**config.mk**
```make
export PLATFORM = sky130hd
export DESIGN_NAME = load_store_unit
export DESIGN_NICKNAME = d
export VERILOG_FILES = /design/src/rtl/load_store_unit_pkg.sv /design/src/rtl/lsu_lane_align.sv /design/src/rtl/load_store_unit.sv
export SDC_FILE = /design/constraint.sdc
export NUM_CORES = 1
export LEC_CHECK = 0
export ABC_AREA = 1
export ABC_CLOCK_PERIOD_IN_PS = 3550
export BUFFER_PORTS_ARGS = -buffer_cell sky130_fd_sc_hd__buf_2
export CAP_MARGIN = 10
export CORE_MARGIN = 2
export CORE_UTILIZATION = 45
export DETAILED_ROUTE_END_ITERATION = 10
export PLACE_DENSITY = 0.7
export RECOVER_POWER = 50
export REMOVE_ABC_BUFFERS = 1
export SYNTH_ARGS = -nofsm -noshare
export SYNTH_HDL_FRONTEND = slang
export SYNTH_HIERARCHICAL = 1
export SYNTH_SLANG_ARGS = --single-unit
```
**constraint.sdc**
```tcl
create_clock -name clk -period 3.55 [get_ports clk]
set_input_delay 0.355 -clock clk [delete_from_list [all_inputs] [get_ports clk]]
set_output_delay 0.355 -clock clk [all_outputs]
set_load 0.02 [all_outputs]
```
**src/rtl/load_store_unit_pkg.sv**
```systemverilog
// Shared constants, FSM encoding and request classification for the load/store unit.
package load_store_unit_pkg;

  localparam logic [2:0] F3_B  = 3'b000;
  localparam logic [2:0] F3_H  = 3'b001;
  localparam logic [2:0] F3_W  = 3'b010;
  localparam logic [2:0] F3_BU = 3'b100;
  localparam logic [2:0] F3_HU = 3'b101;

  localparam logic [1:0] ERR_NONE     = 2'b00;
  localparam logic [1:0] ERR_MISALIGN = 2'b01;
  localparam logic [1:0] ERR_ILLEGAL  = 2'b10;
  localparam logic [1:0] ERR_TIMEOUT  = 2'b11;

  typedef enum logic [1:0] {
    S_IDLE   = 2'd0,
    S_REQ    = 2'd1,
    S_WAIT_R = 2'd2,
    S_DONE   = 2'd3
  } lsu_state_e;

  // Illegal encodings take priority over misalignment.
  function automatic logic [1:0] classify_request(input logic rd, input logic wr,
                                                  input logic [2:0] f3, input logic [1:0] off);
    logic illegal;
    logic misalign;
    illegal  = (rd == wr)
            || (rd && (f3 == 3'b011 || f3 == 3'b110 || f3 == 3'b111))
            || (wr && (f3 >= 3'b011));
    misalign = ((f3[1:0] == 2'b01) && off[0])
            || ((f3[1:0] == 2'b10) && (off != 2'b00));
    if (illegal) return ERR_ILLEGAL;
    if (misalign) return ERR_MISALIGN;
    return ERR_NONE;
  endfunction

endpackage

```
**src/rtl/lsu_lane_align.sv**
```systemverilog
// Byte-lane steering for stores and lane extraction with sign/zero extension for loads.
module lsu_lane_align
  import load_store_unit_pkg::*;
(
  input  logic [2:0]  func3_i,
  input  logic [1:0]  byte_off_i,
  input  logic        is_store_i,
  input  logic [31:0] store_data_i,
  input  logic [31:0] read_word_i,
  output logic [31:0] store_lanes_o,
  output logic [3:0]  byte_en_o,
  output logic [31:0] load_data_o
);

  logic [7:0]  ld_byte;
  logic [15:0] ld_half;

  // Narrow stores replicate the datum so every lane carries it; enables pick the lane.
  always_comb begin
    store_lanes_o = store_data_i;
    byte_en_o     = 4'b1111;
    if (is_store_i) begin
      case (func3_i[1:0])
        2'b00: begin
          store_lanes_o = {4{store_data_i[7:0]}};
          byte_en_o     = 4'b0001 << byte_off_i;
        end
        2'b01: begin
          store_lanes_o = {2{store_data_i[15:0]}};
          byte_en_o     = byte_off_i[1] ? 4'b1100 : 4'b0011;
        end
        default: ;
      endcase
    end
  end

  assign ld_byte = read_word_i[{byte_off_i, 3'b000} +: 8];
  assign ld_half = byte_off_i[1] ? read_word_i[31:16] : read_word_i[15:0];

  always_comb begin
    case (func3_i)
      F3_B:    load_data_o = {{24{ld_byte[7]}}, ld_byte};
      F3_BU:   load_data_o = {24'b0, ld_byte};
      F3_H:    load_data_o = {{16{ld_half[15]}}, ld_half};
      F3_HU:   load_data_o = {16'b0, ld_half};
      default: load_data_o = read_word_i;
    endcase
  end

endmodule

```
**src/rtl/load_store_unit.sv**
```systemverilog
// Load/store unit: captures an execute-stage access, runs the memory handshake and
// stalls the core until completion, reporting misaligned/illegal/timeout errors.
module load_store_unit
  import load_store_unit_pkg::*;
#(
  parameter int ADDR_W  = 5,
  parameter int TIMEOUT = 15
) (
  input  logic              clk,
  input  logic              reset,
  input  logic              i_Start,
  input  logic              i_MemRead,
  input  logic              i_MemWrite,
  input  logic [2:0]        i_Func3,
  input  logic [31:0]       i_Address,
  input  logic [31:0]       i_WriteData,
  output logic              o_Stall,
  output logic              o_Done,
  output logic [31:0]       o_LoadData,
  output logic              o_Error,
  output logic [1:0]        o_ErrCause,
  output logic              o_Mem_Req,
  output logic              o_Mem_We,
  output logic [ADDR_W-1:0] o_Mem_Addr,
  output logic [31:0]       o_Mem_WData,
  output logic [3:0]        o_Mem_ByteEn,
  input  logic              i_Mem_Ready,
  input  logic              i_Mem_RValid,
  input  logic [31:0]       i_Mem_RData
);

  localparam int CNT_W = $clog2(TIMEOUT + 1);

  lsu_state_e        state_q, state_d;
  logic [ADDR_W+1:0] addr_q;
  logic [2:0]        func3_q;
  logic [31:0]       wdata_q;
  logic              we_q;
  logic [1:0]        err_q;
  logic [31:0]       load_q;
  logic [CNT_W-1:0]  tcnt_q;

  logic [1:0]  req_err;
  logic        timeout_hit;
  logic [31:0] lane_wdata;
  logic [31:0] lane_ldata;
  logic [3:0]  lane_be;
  logic        unused_addr_hi;

  assign req_err        = classify_request(i_MemRead, i_MemWrite, i_Func3, i_Address[1:0]);
  // Fires on the last allowed cycle so the abort lands exactly TIMEOUT cycles after entering REQ.
  assign timeout_hit    = (tcnt_q == CNT_W'(TIMEOUT - 1));
  assign unused_addr_hi = ^i_Address[31:ADDR_W+2];

  lsu_lane_align u_align (
    .func3_i       (func3_q),
    .byte_off_i    (addr_q[1:0]),
    .is_store_i    (we_q),
    .store_data_i  (wdata_q),
    .read_word_i   (i_Mem_RData),
    .store_lanes_o (lane_wdata),
    .byte_en_o     (lane_be),
    .load_data_o   (lane_ldata)
  );

  always_ff @(posedge clk or posedge reset) begin
    if (reset) state_q <= S_IDLE;
    else       state_q <= state_d;
  end

  always_comb begin
    state_d = state_q;
    case (state_q)
      S_IDLE:   if (i_Start) state_d = (req_err != ERR_NONE) ? S_DONE : S_REQ;
      S_REQ:    if (i_Mem_Ready) state_d = we_q ? S_DONE : S_WAIT_R;
                else if (timeout_hit) state_d = S_DONE;
      S_WAIT_R: if (i_Mem_RValid || timeout_hit) state_d = S_DONE;
      default:  state_d = S_IDLE;
    endcase
  end

  always_comb begin
    o_Stall      = !reset && ((state_q == S_IDLE && i_Start) || state_q == S_REQ || state_q == S_WAIT_R);
    o_Done       = (state_q == S_DONE);
    o_Error      = o_Done && (err_q != ERR_NONE);
    o_ErrCause   = o_Done ? err_q : ERR_NONE;
    o_Mem_Req    = (state_q == S_REQ);
    o_Mem_We     = 1'b0;
    o_Mem_Addr   = '0;
    o_Mem_WData  = '0;
    o_Mem_ByteEn = '0;
    if (o_Mem_Req) begin
      o_Mem_We     = we_q;
      o_Mem_Addr   = addr_q[ADDR_W+1:2];
      o_Mem_WData  = lane_wdata;
      o_Mem_ByteEn = lane_be;
    end
  end

  assign o_LoadData = load_q;

  always_ff @(posedge clk or posedge reset) begin
    if (reset) begin
      addr_q  <= '0;
      func3_q <= '0;
      wdata_q <= '0;
      we_q    <= 1'b0;
      err_q   <= ERR_NONE;
      load_q  <= '0;
      tcnt_q  <= '0;
    end else begin
      case (state_q)
        S_IDLE: if (i_Start) begin
          addr_q  <= i_Address[ADDR_W+1:0];
          func3_q <= i_Func3;
          wdata_q <= i_WriteData;
          we_q    <= i_MemWrite;
          err_q   <= req_err;
          tcnt_q  <= '0;
          if (req_err != ERR_NONE) load_q <= '0;
        end
        S_REQ: begin
          tcnt_q <= tcnt_q + CNT_W'(1);
          if (!i_Mem_Ready && timeout_hit) begin
            err_q  <= ERR_TIMEOUT;
            load_q <= '0;
          end
        end
        S_WAIT_R: begin
          tcnt_q <= tcnt_q + CNT_W'(1);
          if (i_Mem_RValid) begin
            load_q <= lane_ldata;
          end else if (timeout_hit) begin
            err_q  <= ERR_TIMEOUT;
            load_q <= '0;
          end
        end
        default: ;
      endcase
    end
  end

endmodule

```
==> results.cfg <==
[outcome]
status = finished with violations
violations = capacitance limit, slew limit

[grt]
grt_use_met1_pct = 28.82
grt_max_degree = 53
met3_usage_pct = 7.127
grt-ovfl-total = 0
grt.busiest_layer = met2
grt_pass1_wl_mm = 22.71
antenna_found_initial = 0
grt_pass1_vias = 4756
met2_usage_pct = 35.74
grt_usage_pct = 22.19

[cts]
cts_setup_buffers = 0
cts_hold_buffers = 0
clockBufferDepth = 2
clk_latency_ps = 340
cts_tree = built
post_cts_resized = 0
htree_levels = 3
cts.reportedPaths.clkPinSlew_ps = 60
root_buffer = clkbuf_16
clkSinkCount = 83
cts_inserted_buffers = 9

[power_and_ir_drop]
seqPwrFrac_pct = 28.6
switching_share_pct = 47.73
power.density_nw_per_um2 = 940.1
leakage_nw = 3.852
p_switching_mw = 2.831
power_mw = 5.932
vdd_drop_max_mv = 0.5882
p_int_mw = 3.101
power_frac_comb_pct = 54.6
pwr-share-clk_pct = 16.8

[floorplanning]
die_h_um = 112.3
dieArea_um2 = 12620
pin_count = 186
start_util_pct = 46.24
row_count = 39
core-area_um2 = 11420
die_w_um = 112.3

[placement]
place_hpwl_mm = 9.511
io_buffers = 160
dp_cells = 1011
gp_congestion = 0.8717
place_ws_ps = 1317
dpl_cell_area_um2 = 6048

[hold_path]
worstHoldStart = i_Address[2]
min-delay-path-class = primary input to register

[final_layout]
fill_cells = 1164
final_util_pct = 55.26
final_layout_size_suffix_gt1_share_pct = 23.56
layout_common_cells = 284 x nand2_1, 125 x buf_2, 106 x inv_1, 83 x dfrtp_1, 76 x nand3_1
final_nets = 991
final_common_cell = nand2_1
fin_cells = 1027
postLayoutCellArea_um2 = 6310
synthToLayoutAreaGrowth_pct = 19.50

[routing]
ant_nets = 0
drt_wl_total_mm = 13.43
drc_errors = 0
drt_iter0_drc = 310
vias = 4959
avgRoutedWirePerCell_um = 13.08
drt_first_pass_iters = 5
via_per_inst = 4.829

[yosys]
ys_seq_elements = 83
synth_top_cell_area_share_pct = 39.34
syn_area_um2 = 5280
seq_area_frac_synth_pct = 39.34
synth_area_leaders = dfrtp_1 39%, nand2_1 20%, mux2_2 8.1%
netlist_instances = 743
yosys.area.top_type = dfrtp_1
avgSynthCellArea_um2 = 7.106
synth_cell_types = 29
synth_warnings = 6

[setup_path]
r2r_slack_ps = 990
rr_startpoint = state_q[0]
cp_data_required_time_ps = 3190
path_max_fanout = 33
cp-end-kind = output pin
startpoint = state_q[0]
cp-start-kind = register
arrival_ps = 2400
critical_path_class = register to output pin

[sta]
relSlewSlack_pct = -59.05
fin_crit_sh_pct = 77.75
finalMaxSlewViolations = 53
grt_setup_unrepaired = no
min_period_ps = 2760
fmax_ghz = 0.3623
worstMarginPinSlew_ps = 2373
fin_tns_setup_ps = 0
finalSetupViolCount = 0
setup_ws_ps = 790.0
hold-worst-slack_ps = 236.0
skew_ps = 4.869
hold_viol_final = 0

[run]
drv_cap = 1
==> final timing paths <==
| check | end | cells past startpoint |
|---|---|---|
| max in group asynchronous | o_LoadData[22] | 3 |
| min in group asynchronous | err_q[1] | 2 |
| min reg2reg | o_LoadData[27] | 2 |
| max | o_Stall | 5 |
| max reg2reg | wdata_q[17] | 5 |
| min | addr_q[2] | 2 |
==> per-layer routing <==
| metal | up-vias | routed length [um] |
|---|---|---|
| li1 | 2531 | - |
| met1 | 2232 | 5890 |
| met2 | 183 | 6201 |
| met3 | 13 | 1176 |
| met4 | 0 | 165 |
| met5 | - | 0 |
==> cell type report <==
type,instances,area (um2),share of cell area [%]
diodes,1,2.502,0.03966
clock inverters,5,77.57,1.229
clock buffers,10,239.0,3.787
inverters,111,420.4,6.663
flip-flops and latches,83,2077,32.92
well taps,143,178.9,2.836
multi-input cells,506,2509,39.76
repair buffers,168,805.8,12.77
==> power by group through the flow <==
stage | sequential (mW) | combinational, mW | clock (mW)
after detailed placement | 1.71 | 3.29 | 0
final | 1.70 | 3.24 | 0.994
after global placement | 1.70 | 3.25 | 0
after global routing | 1.76 | 3.66 | 1.07
after floorplan | 1.80 | 2.23 | 0
after CTS | 1.70 | 3.31 | 1.03
==> Yosys cell counts, drive strengths merged <==
cell    instances
inv           111
nand3b          1
dfrtp          83
nor2           52
nand3          83
o211ai          1
nor3            1
o21ai          28
clkbuf         11
mux2           38
a31oi           1
ha              6
nand2         291
xor2            1
buf            32
a21oi           3
==> registers in the layout (all words and copies together) (netlist names) <==
name and cells:
wdata_q 32, o_LoadData 32, state_q 2, tcnt_q 4, addr_q 7, we_q 1
err_q 2, func3_q 3
==> cell families after synthesis <==
| group | count (synthesis) | synth area share [%] |
|---|---|---|
| and+or+nand+nor | 428 | 34.45 |
| xor gates and xnor gates | 1 | 0.1659 |
| adders and majority gates | 6 | 1.422 |
| buffers and inverters | 154 | 13.15 |
| muxes | 38 | 8.104 |
| AOI/OAI and AO/OA | 33 | 3.365 |
| DFF | 83 | 39.34 |
==> worst max-delay path, stage by stage, from the launching register on <==
cell and delay, ps:
dfrtp_1 410, inv_1 100, ha_1 250, nand2_1 730, a31oi_1 370, buf_2 200
(Power assumes the default switching activity.)
